==> src/rtl/lsu_stage.sv <==
`default_nettype none
// ============================================================================
// Module   : lsu_stage
// Brief    : Load/store unit pipeline stage. Passes ALU results through,
//            rejects misaligned accesses, and runs one data-bus transaction
//            per aligned load/store with byte-lane alignment and extension.
// Revision : 1.0 - initial release
// ============================================================================
module lsu_stage #(
    parameter int XLEN = 64
) (
    input  logic            clk,
    input  logic            rst,
    input  logic            in_valid,
    output logic            in_ready,
    input  logic [1:0]      in_mem_op,
    input  logic [1:0]      in_size,
    input  logic            in_unsigned,
    input  logic [XLEN-1:0] in_addr,
    input  logic [XLEN-1:0] in_wdata,
    input  logic [4:0]      in_rd,
    input  logic            in_reg_wen,
    output logic            out_valid,
    output logic [4:0]      out_rd,
    output logic            out_reg_wen,
    output logic [XLEN-1:0] out_wdata,
    output logic            out_misalign,
    output logic            req_valid,
    input  logic            req_ready,
    output logic            req_we,
    output logic [XLEN-1:0] req_addr,
    output logic [XLEN-1:0] req_wdata,
    output logic [7:0]      req_wmask,
    input  logic            resp_valid,
    input  logic [XLEN-1:0] resp_rdata
);

    localparam logic [1:0] c_st_idle = 2'd0;
    localparam logic [1:0] c_st_req  = 2'd1;
    localparam logic [1:0] c_st_wait = 2'd2;

    logic [1:0]      r_state;
    logic            r_is_store;
    logic [1:0]      r_size;
    logic            r_unsigned;
    logic [XLEN-1:0] r_addr;
    logic [XLEN-1:0] r_wdata;
    logic [4:0]      r_rd;
    logic            r_reg_wen;

    logic            r_out_valid;
    logic            r_out_misalign;
    logic [4:0]      r_out_rd;
    logic            r_out_reg_wen;
    logic [XLEN-1:0] r_out_wdata;

    logic            w_is_mem;
    logic            w_aligned;
    logic [7:0]      w_size_mask;
    logic [XLEN-1:0] w_rdata_shift;
    logic [XLEN-1:0] w_load_data;

    // Reserved op code 11 behaves like a plain ALU instruction
    assign w_is_mem = (in_mem_op == 2'b01) || (in_mem_op == 2'b10);

    // Natural alignment check of the incoming address against access size
    always_comb begin
        w_aligned = 1'b1;
        case (in_size)
            2'b01:   w_aligned = (in_addr[0] == 1'b0);
            2'b10:   w_aligned = (in_addr[1:0] == 2'b00);
            2'b11:   w_aligned = (in_addr[2:0] == 3'b000);
            default: w_aligned = 1'b1;
        endcase
    end

    // Unshifted byte-enable pattern for the latched access size
    always_comb begin
        case (r_size)
            2'b00:   w_size_mask = 8'h01;
            2'b01:   w_size_mask = 8'h03;
            2'b10:   w_size_mask = 8'h0F;
            default: w_size_mask = 8'hFF;
        endcase
    end

    // Align returned data to bit 0, then truncate and sign/zero-extend
    assign w_rdata_shift = resp_rdata >> {r_addr[2:0], 3'b000};

    always_comb begin
        w_load_data = w_rdata_shift;
        case (r_size)
            2'b00:   w_load_data = {{(XLEN-8){~r_unsigned & w_rdata_shift[7]}},
                                    w_rdata_shift[7:0]};
            2'b01:   w_load_data = {{(XLEN-16){~r_unsigned & w_rdata_shift[15]}},
                                    w_rdata_shift[15:0]};
            2'b10:   w_load_data = {{(XLEN-32){~r_unsigned & w_rdata_shift[31]}},
                                    w_rdata_shift[31:0]};
            default: w_load_data = w_rdata_shift;
        endcase
    end

    // Request payload is driven straight from the latched instruction, so it
    // stays stable for as long as the bus holds off req_ready
    assign req_valid = (r_state == c_st_req);
    assign req_we    = r_is_store;
    assign req_addr  = {r_addr[XLEN-1:3], 3'b000};
    assign req_wmask = r_is_store ? (w_size_mask << r_addr[2:0]) : 8'h00;
    assign req_wdata = r_wdata << {r_addr[2:0], 3'b000};

    assign in_ready  = (r_state == c_st_idle) && !rst;

    assign out_valid    = r_out_valid;
    assign out_misalign = r_out_misalign;
    assign out_rd       = r_out_rd;
    assign out_reg_wen  = r_out_reg_wen;
    assign out_wdata    = r_out_wdata;

    // Stage FSM, payload latch and single-cycle result pulse
    always_ff @(posedge clk) begin
        if (rst) begin
            r_state        <= c_st_idle;
            r_is_store     <= 1'b0;
            r_size         <= 2'b00;
            r_unsigned     <= 1'b0;
            r_addr         <= '0;
            r_wdata        <= '0;
            r_rd           <= 5'd0;
            r_reg_wen      <= 1'b0;
            r_out_valid    <= 1'b0;
            r_out_misalign <= 1'b0;
            r_out_rd       <= 5'd0;
            r_out_reg_wen  <= 1'b0;
            r_out_wdata    <= '0;
        end else begin
            r_out_valid    <= 1'b0;
            r_out_misalign <= 1'b0;
            case (r_state)
                c_st_idle: begin
                    if (in_valid) begin
                        if (w_is_mem && !w_aligned) begin
                            r_out_valid    <= 1'b1;
                            r_out_misalign <= 1'b1;
                            r_out_rd       <= in_rd;
                            r_out_reg_wen  <= 1'b0;
                            r_out_wdata    <= '0;
                        end else if (w_is_mem) begin
                            r_is_store <= (in_mem_op == 2'b10);
                            r_size     <= in_size;
                            r_unsigned <= in_unsigned;
                            r_addr     <= in_addr;
                            r_wdata    <= in_wdata;
                            r_rd       <= in_rd;
                            r_reg_wen  <= in_reg_wen;
                            r_state    <= c_st_req;
                        end else begin
                            r_out_valid   <= 1'b1;
                            r_out_rd      <= in_rd;
                            r_out_reg_wen <= in_reg_wen && (in_rd != 5'd0);
                            r_out_wdata   <= in_addr;
                        end
                    end
                end
                c_st_req: begin
                    if (req_ready) begin
                        r_state <= c_st_wait;
                    end
                end
                c_st_wait: begin
                    if (resp_valid) begin
                        r_out_valid   <= 1'b1;
                        r_out_rd      <= r_rd;
                        r_out_reg_wen <= !r_is_store && r_reg_wen && (r_rd != 5'd0);
                        r_out_wdata   <= r_is_store ? '0 : w_load_data;
                        r_state       <= c_st_idle;
                    end
                end
                default: r_state <= c_st_idle;
            endcase
        end
    end

endmodule
`default_nettype wire
==> config.mk <==
export PLATFORM = sky130hd
export DESIGN_NAME = lsu_stage
export DESIGN_NICKNAME = d
export VERILOG_FILES = /design/src/rtl/lsu_stage.sv
export SDC_FILE = /design/constraint.sdc
export NUM_CORES = 1
export LEC_CHECK = 0
export ABC_AREA = 1
export CORE_ASPECT_RATIO = 1.1
export CORE_MARGIN = 2
export CORE_UTILIZATION = 25
export CTS_BUF_LIST = sky130_fd_sc_hd__clkbuf_8
export DETAILED_ROUTE_END_ITERATION = 10
export PLACE_DENSITY = 0.57
export SYNTH_ARGS = -nofsm -noshare
export SYNTH_HDL_FRONTEND = slang
export SYNTH_SLANG_ARGS = --single-unit
==> constraint.sdc <==
create_clock -name clk -period 3.8 [get_ports clk]
set_clock_uncertainty 0.05 [all_clocks]
set_input_delay 1.14 -clock clk [delete_from_list [all_inputs] [get_ports clk]]
set_output_delay 1.14 -clock clk [all_outputs]
set_load 0.02 [all_outputs]
==> metrics.md <==
| Metric | Value |
|---|---|
| Seq. cell area | 4250 um2 |
| Pwr dens | just over 400 nW/um2 |
| Util after Layout | 35.8% |
| RSZ-0062 raised after global routing | no |
| RD Place Congestion | 0.986 |
| Std-Cell Rows | 85 |
| Outcome | finished, final reports clean |
| Max Clk Rate | between 200 and 300 MHz |
| Min cycle time layout | 3.67 ns |
| Syn Area/Cell | 6.41 um2 |
| Tightest Pin Transition | 0.902 ns |
| Post-synthesis cell area | 12300 um2 |
| Skew-Pair Late Insertion Delay | 0.59 ns |
| Vias per cell | approximately 5 |
| Drt wl/cell | 20.7 um |
| Clock Path Buffers | 3 |
| Initial antenna violation count | 3 |
| H-Tree Depth | 2 |
| Initial core utilization | between 20% and 30% |
| DR pass1 iterations | 7 |
| Min Hold Slack | a little over 0.4 ns |
| Final setup violation count | 0 |
| Grt total ovfl | 0 |
| Total Wirelength | around 60000 um |
| Global-route wire length before repair | 87000 um |
| Chip height | about 240 um |
| Layout area overhead | 41.8% |
| Number of synthesized flops with an enable pin | 0 |
| Die area | 51000 um2 |
| Maxcap violations | 0 |
| Headroom to the max-slew limit | between 30% and 40% |
| Final Max Tran Viols | 0 |
| Setup TNS | 0 ns |
| ANT nets after route | 0 |
| Synth warnings | 0 |
| Gate Count Post-Synth | approximately 1900 |
| Core footprint | a little under 50000 um2 |
| CTS tree | built |
| Async S/R FF share, synth | 0% |
| Worst Path Arrival | 2.48 ns |
| TritonCTS Sinks | 212 |
| LEAKAGE | between 0.006 and 0.007 uW |
| Critical path type | reg2out |
| Port Buffers | 415 |
| Crit path capture type | primary output |
| Critical Path Start Type | register |
| # DRC | 0 |
| WP data required | approximately 2.6 ns |
| Top-level I/O count | around 420 |
| Gr usage total | 22.3% |
| Area occupied by multi-input gates | around 6500 um2 |
| Clock buffer count from CTS | 40 |
| Distinct cells, synth | 32 |
| Final hold violation count | 0 |
| Vias in the first global route | 14100 |
| Net count, final | 2388 |
| Largest net degree at the start of global routing | 133 |
| Cts hold-fix bufs | 0 |
| FF+latch count, synth | 212 |
| Register area share after synthesis | 34.5% |
| HP Class | reg2reg |
| DRT iter0 DRCs | 1037 |
| Post-route clock period utilization | 96.5% |
| Worst-path clk slew | 0.06 ns |
| Root Buffer | clkbuf_8 |
| Die X | 215 um |
| Worst Path Max Fanout | 27 |
| DPL Wire Length | 44900 um |
| Proportion of layout cells with a drive suffix above 1 | 6.84% |
| Peak supply drop | ~0.24 mV |
| Fillcell total | 5285 |
| Predominant post-synthesis flop cell | dfxtp_1 |
| Vias | 14300 |
==> worst paths after layout <==
kind / from / endpoint / slack, ns / cells after the start
setup / recovery: r_addr[0]$_SDFFE_PP0P_ / req_wdata[63] / 0.13 / 7
hold / removal: r_addr[37]$_SDFFE_PP0P_ / r_addr[37]$_SDFFE_PP0P_ / 0.41 / 2
setup reg to reg: r_addr[0]$_SDFFE_PP0P_ / out_wdata[60]$_SDFFE_PP0P_ / 0.85 / 12
hold reg to reg: r_addr[37]$_SDFFE_PP0P_ / r_addr[37]$_SDFFE_PP0P_ / 0.41 / 2
==> layout make-up <==
class | count | area share (%)
Multi-Input combinational cell | 1358 | 37.2
Inverter | 114 | 2.48
Antenna cell | 2 | 0.0287
Clock inverter | 17 | 0.682
Sequential cell | 212 | 24.4
Clock buffer | 55 | 4.34
Tap cell | 652 | 4.68
Timing Repair Buffer | 453 | 26.2
==> cells in the mapped netlist, drive strengths merged (7+ instances only) <==
library cell,instances,area share (%)
buf,130,6.6
a22oi,7,0.43
nand3,189,7.7
o22ai,8,0.41
dfxtp,212,35
o21ai,309,13
nor2,49,1.6
a31oi,64,3.3
a21oi,220,9.0
o211ai,31,1.9
inv,111,3.4
nand2,454,14
or2,11,0.56
clkbuf,107,3.3
==> metrics by stage <==
| step | std cells | area (um2) | worst slack [ns] | power (uW) |
|---|---|---|---|---|
| 2_1_floorplan | 1921 | 12300 | 0.819 | 3740 |
| 4_1_cts | 2858 | 17300 | 0.00671 | 7260 |
| 3_5_place_dp | 2785 | 16400 | 0.243 | 4790 |
| 5_1_grt | 2863 | 17400 | 0.00322 | 7530 |
| 6_report | 2863 | 17400 | 0.133 | 7200 |
| 3_3_place_gp | 2785 | 16400 | 0.258 | 4780 |
==> cells by family (layout without fill, tap and decap cells) <==
family	after synthesis	in the layout	share of synthesized area, %
and+or+nand+nor	711	711	24.2
AOI/OAI and AO/OA	643	643	27.8
adders and majority gates	1	1	0.102
other	1	5	0.0305
DFF	212	212	34.5
buffers and inverters	351	639	13.3
==> critical path: stages (launching register included) <==
cell and delay, ns:
dfxtp_4 0.45, buf_4 0.15, buf_6 0.20, nand2_1 0.08, o21ai_0 0.11, o211ai_1 0.15
o21ai_1 0.12, clkdlybuf4s50_1 0.63
==> layer usage <==
layer  global-route usage (%)  routed length (um)  up-vias  share of wire (%)
met5                        0                  13        -              0.022
met4                     8.44                2170        2                3.7
met3                     5.33                4150       89                7.0
met2                     40.5               29900      598                 51
met1                     25.0               22900     6705                 39
li1                         -                   -     6949                  -
==> placed cells by master, fill, tap and decap left out, types with 2 or more instances in the layout <==
master	count
a21o_1	2
a21oi_1	220
a22oi_1	7
a31oi_1	64
and2_1	3
buf_12	8
buf_2	2
buf_4	36
clkbuf_8	55
clkdlybuf4s50_1	378
clkinv_1	2
clkinv_2	7
conb_1	3
dfxtp_1	209
dfxtp_4	2
diode_2	2
dlygate4sd2_1	5
dlymetal6s2s_1	22
inv_1	110
inv_2	7
nand2_1	449
nand2_2	3
nand2_4	2
nand3_1	189
nor2_1	44
nor2_4	5
nor3_1	4
o211ai_1	31
o21ai_0	232
o21ai_1	76
o22ai_1	4
o22ai_2	4
or2_2	11
==> registers in the layout (all words and copies together), names as in the netlist <==
signal and cells:
r_rd 5, out_rd 5, req_we 1, r_state 2, r_wdata 64, out_valid 1
r_unsigned 1, r_reg_wen 1, r_size 2, out_misalign 1, out_reg_wen 1, out_wdata 64
r_addr 64
==> what timing repair did <==
action                                  in CTS  in global routing
resized for setup                            9                 28
setup buffers                                1                  3
pin swaps                                    0                  0
endpoints found under the setup margin      37                 31
==> report_power, final <==
group	internal, uW	leakage, uW	switching (uW)
registers	2390	0.00174	98.5
clock network	1360	0.000482	1080
logic	882	0.00461	1380
total	4640	0.00683	2560
(Power assumes the default switching activity.)
